===== src/rtl/movegen_sequencer_pkg.sv =====
// Shared definitions for the move-generation sequencer and its helpers.
// Latency: n/a (types and constants only).
// Backpressure: n/a.
package movegen_sequencer_pkg;

  // Sequencer states
  typedef enum logic [2:0] {
    ST_IDLE  = 3'd0,
    ST_FLUSH = 3'd1,
    ST_PROP  = 3'd2,
    ST_SEL   = 3'd3,
    ST_MASK  = 3'd4,
    ST_PICK  = 3'd5,
    ST_EMIT  = 3'd6,
    ST_DONE  = 3'd7
  } state_t;

  localparam int NUM_SQ          = 64;
  localparam int NUM_DIR         = 16;
  localparam int PROP_CYCLES_DEF = 9;   // 7 slide hops + knight hop + register latency

  // Direction indices: sliders first, then knights. Lower index = higher priority.
  localparam logic [3:0] DIR_U   = 4'd0;
  localparam logic [3:0] DIR_D   = 4'd1;
  localparam logic [3:0] DIR_L   = 4'd2;
  localparam logic [3:0] DIR_R   = 4'd3;
  localparam logic [3:0] DIR_UL  = 4'd4;
  localparam logic [3:0] DIR_UR  = 4'd5;
  localparam logic [3:0] DIR_DL  = 4'd6;
  localparam logic [3:0] DIR_DR  = 4'd7;
  localparam logic [3:0] DIR_UUL = 4'd8;
  localparam logic [3:0] DIR_UUR = 4'd9;
  localparam logic [3:0] DIR_LLU = 4'd10;
  localparam logic [3:0] DIR_RRU = 4'd11;
  localparam logic [3:0] DIR_DDL = 4'd12;
  localparam logic [3:0] DIR_DDR = 4'd13;
  localparam logic [3:0] DIR_LLD = 4'd14;
  localparam logic [3:0] DIR_RRD = 4'd15;

  // Move-word field positions inside a cell move register
  localparam int MW_COLOR_HI  = 10;
  localparam int MW_MANHATTAN = 9;
  localparam int MW_DIAGONAL  = 8;
  localparam int MW_COLOR_LO  = 7;
  localparam int MW_PAWN      = 6;
  localparam int MW_SRC_MSB   = 5;
  localparam int MW_SRC_LSB   = 0;

endpackage


===== src/rtl/dir_priority_enc.sv =====
// Lowest-set-bit priority encoder over the per-square direction hit mask.
// Latency: purely combinational.
// Backpressure: none.
// Ports: mask (direction hits, bit 0 = highest priority), idx (winning direction), any (mask nonzero).
module dir_priority_enc
  import movegen_sequencer_pkg::*;
(
  input  logic [NUM_DIR-1:0] mask,
  output logic [3:0]         idx,
  output logic               any
);

  always_comb begin
    idx = '0;
    any = |mask;
    // Walk from the top so the lowest set bit is the last assignment to win.
    for (int i = NUM_DIR - 1; i >= 0; i--) begin
      if (mask[i]) idx = 4'(i);
    end
  end

endmodule


===== src/rtl/movegen_sequencer.sv =====
// Sequences one move-generation pass: flush, propagate, freeze, scan all squares, stream hits.
// Latency: 1 + PROP_CYCLES + 3 clks/square + 2 clks/hit (ready high) from start to done.
// Backpressure: mv_* held stable while mv_valid & !mv_ready; the scan stalls in EMIT.
// Ports: start/abort/engine_color/busy/done to the engine; array_flush/array_run/sq_sel/dir_sel/
//        color_out and sq_hit/sq_occupied/dir_src with the square array; mv_* stream to consumer;
//        move_count/overflow pass statistics.
module movegen_sequencer
  import movegen_sequencer_pkg::*;
#(
  parameter int PROP_CYCLES = PROP_CYCLES_DEF
) (
  input  logic                          clk,
  input  logic                          rst,
  input  logic                          start,
  input  logic                          abort,
  input  logic                          engine_color,
  output logic                          color_out,
  output logic                          busy,
  output logic                          done,
  output logic                          array_flush,
  output logic                          array_run,
  output logic [5:0]                    sq_sel,
  input  logic [NUM_DIR-1:0]            sq_hit,
  input  logic                          sq_occupied,
  output logic [3:0]                    dir_sel,
  input  logic [MW_SRC_MSB:MW_SRC_LSB]  dir_src,
  output logic                          mv_valid,
  input  logic                          mv_ready,
  output logic [5:0]                    mv_from,
  output logic [5:0]                    mv_to,
  output logic                          mv_capture,
  output logic [7:0]                    move_count,
  output logic                          overflow
);

  localparam int CW = ($clog2(PROP_CYCLES) > 0) ? $clog2(PROP_CYCLES) : 1;

  state_t             state;
  logic [CW-1:0]      prop_cnt;
  logic [NUM_DIR-1:0] mask_reg;
  logic               cap_reg;
  logic [NUM_DIR-1:0] mask_cleared;
  logic [NUM_DIR-1:0] enc_in;
  logic [3:0]         enc_idx;
  logic               enc_any;

  assign mask_cleared = mask_reg & ~(NUM_DIR'(1) << dir_sel);

  // dir_sel is kept pointing at the next pending direction one cycle ahead of
  // EMIT (updated when the mask is captured and when a record is accepted), so
  // dir_src is already settled during PICK and can be registered into mv_from
  // on the PICK->EMIT edge without an extra cycle per hit.
  always_comb begin
    enc_in = mask_reg;
    case (state)
      ST_MASK: enc_in = sq_hit;
      ST_EMIT: enc_in = mask_cleared;
      default: enc_in = mask_reg;
    endcase
  end

  dir_priority_enc u_enc (
    .mask (enc_in),
    .idx  (enc_idx),
    .any  (enc_any)
  );

  always_ff @(posedge clk or posedge rst) begin
    if (rst) begin
      state       <= ST_IDLE;
      prop_cnt    <= '0;
      mask_reg    <= '0;
      cap_reg     <= 1'b0;
      color_out   <= 1'b0;
      busy        <= 1'b0;
      done        <= 1'b0;
      array_flush <= 1'b0;
      array_run   <= 1'b0;
      sq_sel      <= '0;
      dir_sel     <= '0;
      mv_valid    <= 1'b0;
      mv_from     <= '0;
      mv_to       <= '0;
      mv_capture  <= 1'b0;
      move_count  <= '0;
      overflow    <= 1'b0;
    end else if (abort && state != ST_IDLE) begin
      // Drop every strobe on the same edge; counters keep their value.
      state       <= ST_IDLE;
      busy        <= 1'b0;
      done        <= 1'b0;
      array_flush <= 1'b0;
      array_run   <= 1'b0;
      mv_valid    <= 1'b0;
    end else begin
      case (state)
        ST_IDLE: begin
          if (start && !abort) begin
            color_out   <= engine_color;
            move_count  <= '0;
            overflow    <= 1'b0;
            busy        <= 1'b1;
            array_flush <= 1'b1;
            array_run   <= 1'b1;
            state       <= ST_FLUSH;
          end
        end
        ST_FLUSH: begin
          array_flush <= 1'b0;
          prop_cnt    <= CW'(PROP_CYCLES - 1);
          state       <= ST_PROP;
        end
        ST_PROP: begin
          if (prop_cnt == '0) begin
            array_run <= 1'b0;
            sq_sel    <= '0;
            state     <= ST_SEL;
          end else begin
            prop_cnt <= prop_cnt - 1'b1;
          end
        end
        ST_SEL: state <= ST_MASK;
        ST_MASK: begin
          mask_reg <= sq_hit;
          cap_reg  <= sq_occupied;
          dir_sel  <= enc_idx;
          state    <= ST_PICK;
        end
        ST_PICK: begin
          if (enc_any) begin
            mv_from    <= dir_src;
            mv_to      <= sq_sel;
            mv_capture <= cap_reg;
            mv_valid   <= 1'b1;
            state      <= ST_EMIT;
          end else if (sq_sel == 6'(NUM_SQ - 1)) begin
            done  <= 1'b1;
            state <= ST_DONE;
          end else begin
            sq_sel <= sq_sel + 1'b1;
            state  <= ST_SEL;
          end
        end
        ST_EMIT: begin
          if (mv_ready) begin
            mv_valid <= 1'b0;
            mask_reg <= mask_cleared;
            dir_sel  <= enc_idx;
            if (move_count == 8'hFF) overflow <= 1'b1;
            else                     move_count <= move_count + 1'b1;
            state    <= ST_PICK;
          end
        end
        ST_DONE: begin
          done  <= 1'b0;
          busy  <= 1'b0;
          state <= ST_IDLE;
        end
        default: state <= ST_IDLE;
      endcase
    end
  end

endmodule

===== config.mk =====
export PLATFORM = sky130hd
export DESIGN_NAME = movegen_sequencer
export DESIGN_NICKNAME = d
export VERILOG_FILES = /design/src/rtl/movegen_sequencer_pkg.sv /design/src/rtl/dir_priority_enc.sv /design/src/rtl/movegen_sequencer.sv
export SDC_FILE = /design/constraint.sdc
export NUM_CORES = 1
export LEC_CHECK = 0
export BUFFER_PORTS_ARGS = -buffer_cell sky130_fd_sc_hd__buf_2
export CORE_ASPECT_RATIO = 0.9
export CORE_MARGIN = 2
export CORE_UTILIZATION = 58
export CTS_BUF_LIST = sky130_fd_sc_hd__clkbuf_8
export CTS_CLUSTER_DIAMETER = 150
export DETAILED_ROUTE_END_ITERATION = 10
export PLACE_DENSITY = 0.88
export SLEW_MARGIN = 20
export SYNTH_ARGS = -nofsm -noshare
export SYNTH_HDL_FRONTEND = slang
export SYNTH_SLANG_ARGS = --single-unit

===== constraint.sdc =====
create_clock -name clk -period 2.8 [get_ports clk]
set_clock_uncertainty 0.1 [all_clocks]
set_input_delay 0.7 -clock clk [delete_from_list [all_inputs] [get_ports clk]]
set_output_delay 0.7 -clock clk [all_outputs]
set_load 0.005 [all_outputs]

==> results.py <==
metrics = {
    "global_routing": {
        "grt_pass1_wl_um": 16120,
        "grt_usage_pct": 27.71,
        "grt_pass1_vias": 3337,
        "antenna_found_initial": 0,
        "grt_max_degree": 38,
        "overflow": 0,
    },
    "synth": {
        "synth_cell_types": 70,
        "yosys_warnings": 0,
        "synth-edff-count": 0,
        "synth_ff_type": "dfrtp_1",
        "synth_nets": 443,
        "syn-cell-area_sq_um": 3859,
        "synth-async-reset-ratio_pct": 100.0,
        "seq_area_frac_synth_pct": 40.21,
        "yosys.area.top_type": "dfrtp_1",
        "yosysMostFrequentCell": "dfrtp_1",
        "netlist_top_cells_area": "dfrtp_1, o21ai_0, nand2_1",
        "yosys-top-cells-count": "dfrtp_1, nand2_1, o21ai_0",
        "synth.top_cell.area_share_pct": 40.21,
        "synthCells": 410,
        "syn_avg_cell_area_sq_um": 9.411,
        "yosys_register_bits": 62,
    },
    "power": {
        "vdd_ir_drop_max_v": 0.0005959,
        "power.density_nw_per_um2": 942.2,
        "p_leak_nw": 2.098,
        "power_mw": 4.291,
    },
    "final_layout": {
        "nets": 520,
        "antennaDiodeCount": 0,
        "final_area_sq_um": 4554,
        "drive_gt1_share_pct": 30.55,
        "largest_register_ff_count": 16,
        "areaGrowthSynthToFinish_pct": 18.03,
    },
    "die": {
        "core_sq_um": 6516,
        "dieHeight_um": 81.38,
        "ios": 67,
        "rows": 28,
        "die-area_sq_um": 7322,
        "initial_utilization_pct": 59.22,
        "die_w_um": 89.98,
    },
    "worst_hold_path": {
        "worstHoldPathType": "input pin to async pin",
    },
    "sta": {
        "worstMarginPinSlew_ns": 0.5939,
        "whs_ns": 0.3153,
        "min_period_ns": 2.703,
        "setup-violations-final": 0,
        "fin_crit_sh_pct": 96.52,
        "setup_slack_ns": 0.09736,
        "relSlewSlack_pct": 60.35,
        "finalMaxSlewViolations": 0,
        "tns_ns": 0,
        "grt_setup_unrepaired": "false",
        "fmax_ghz": 0.3700,
        "hold_viol": 0,
    },
    "critical_path": {
        "arrival_ns": 2.83,
        "crit_path_start_kind": "register",
        "crit_type": "register to register",
        "worstSetupEndpointType": "register",
        "path_max_fanout": 19,
        "worstPathRequired_ns": 2.93,
    },
    "clock_tree": {
        "htreeDepth": 3,
        "clockBufferDepth": 2,
        "cts-root-buf": "clkbuf_8",
        "numCtsBuffers": 9,
        "clk_pin_slew_worst_paths_ns": 0.07,
        "clock_sinks": 62,
        "cts_tree": "built",
        "insertion_delay_ns": 0.35,
    },
    "placement": {
        "post_dp_cell_area_sq_um": 4370,
        "place_congestion": 0.9236,
        "numPortBuffers": 66,
        "pre_cts_slack_ns": 0.04964,
        "dpl.hpwl_um": 6851,
    },
    "detailed_routing": {
        "viasPerCell": 6.231,
        "drc_errors": 0,
        "wl_um": 9908,
        "drt-pass1-iter-count": 5,
        "ant_nets": 0,
        "wire_per_inst_um": 17.05,
        "vias": 3620,
        "drtIter0Drc": 260,
    },
    "job": {
        "maxCapViolations": 0,
    },
    "status": {
        "status": "complete, no violations",
    },
}
==> cell usage in the layout (no fill, tap or decap), types with 9 or more instances in the layout <==
cell,synthesis,final
buf_4,4,26
o21ai_0,34,34
dfrtp_1,62,58
a21oi_1,27,27
mux2_4,10,10
buf_2,8,66
nor2_1,29,29
nand3_1,13,13
a22o_1,13,13
nand2_1,41,41
inv_1,10,13
clkbuf_8,0,9
==> per-layer routing <==
metal  track usage (%)  routed length [um]
met3             7.143                 750
met2             45.83                4855
met5                 0                   0
met1             35.72                4141
met4             10.46                 161
==> cell type report <==
class / count / area [sq um]
clock buffer: 9 / 123.9
clock inverter: 6 / 25.02
fill: 512 / 1962
inverter: 10 / 37.54
multi-input combinational: 309 / 2113
sequential: 62 / 1556
tap: 90 / 112.6
timing repair buffer: 95 / 585.6
==> worst paths after layout <==
path	startpoint	end	slack (ns)	depth (start not counted)
worst max-delay path	dir_sel[2]	mv_to[1]	0.1	8
worst max register to register	dir_sel[2]	mv_to[1]	0.1	8
min in group clk	array_flush	array_flush	0.37	1
worst min-delay path	rst	mask_reg[6]	0.32	2
max in group asynchronous	rst	dir_sel[1]	1.68	3
worst min register to register	array_flush	array_flush	0.37	1
==> worst max-delay path: stages (launching register included) <==
cell,delay [ns]
dfrtp_2,0.53
or4_1,0.61
nor3_1,0.20
o31a_1,0.21
and3_1,0.18
and3_1,0.21
nor3_2,0.07
buf_12,0.16
mux2_4,0.30
==> power by group <==
group          internal (mW)  switching (mW)  leakage, nW
Combinational           1.03            1.15         1.20
Sequential              1.16           0.304        0.801
Clock                  0.300           0.343       0.0938
==> kinds of logic (layout without fill, tap and decap cells) <==
kind of cell,count (synthesis),count (layout),synth area share (%)
xor gates and xnor gates,4,4,0.9081
AOI/OAI and AO/OA,123,123,21.63
DFF,62,62,40.21
adders and majority gates,4,4,1.297
muxes,21,21,6.972
buffers and inverters,39,120,5.221
and+or+nand+nor,157,157,23.77
==> timing repair <==
action,CTS,global route
resized for setup,0,6
hold buffers,0,0
setup endpoints to repair,0,22
setup buffers,0,3
==> metrics by stage <==
stage | util [%] | cells
finish | 69.89 | 581
global route | 69.89 | 581
CTS | 69.35 | 578
global placement | 67.07 | 563
floorplan | - | 410
detailed placement | 67.07 | 563
(Power assumes the default switching activity.)
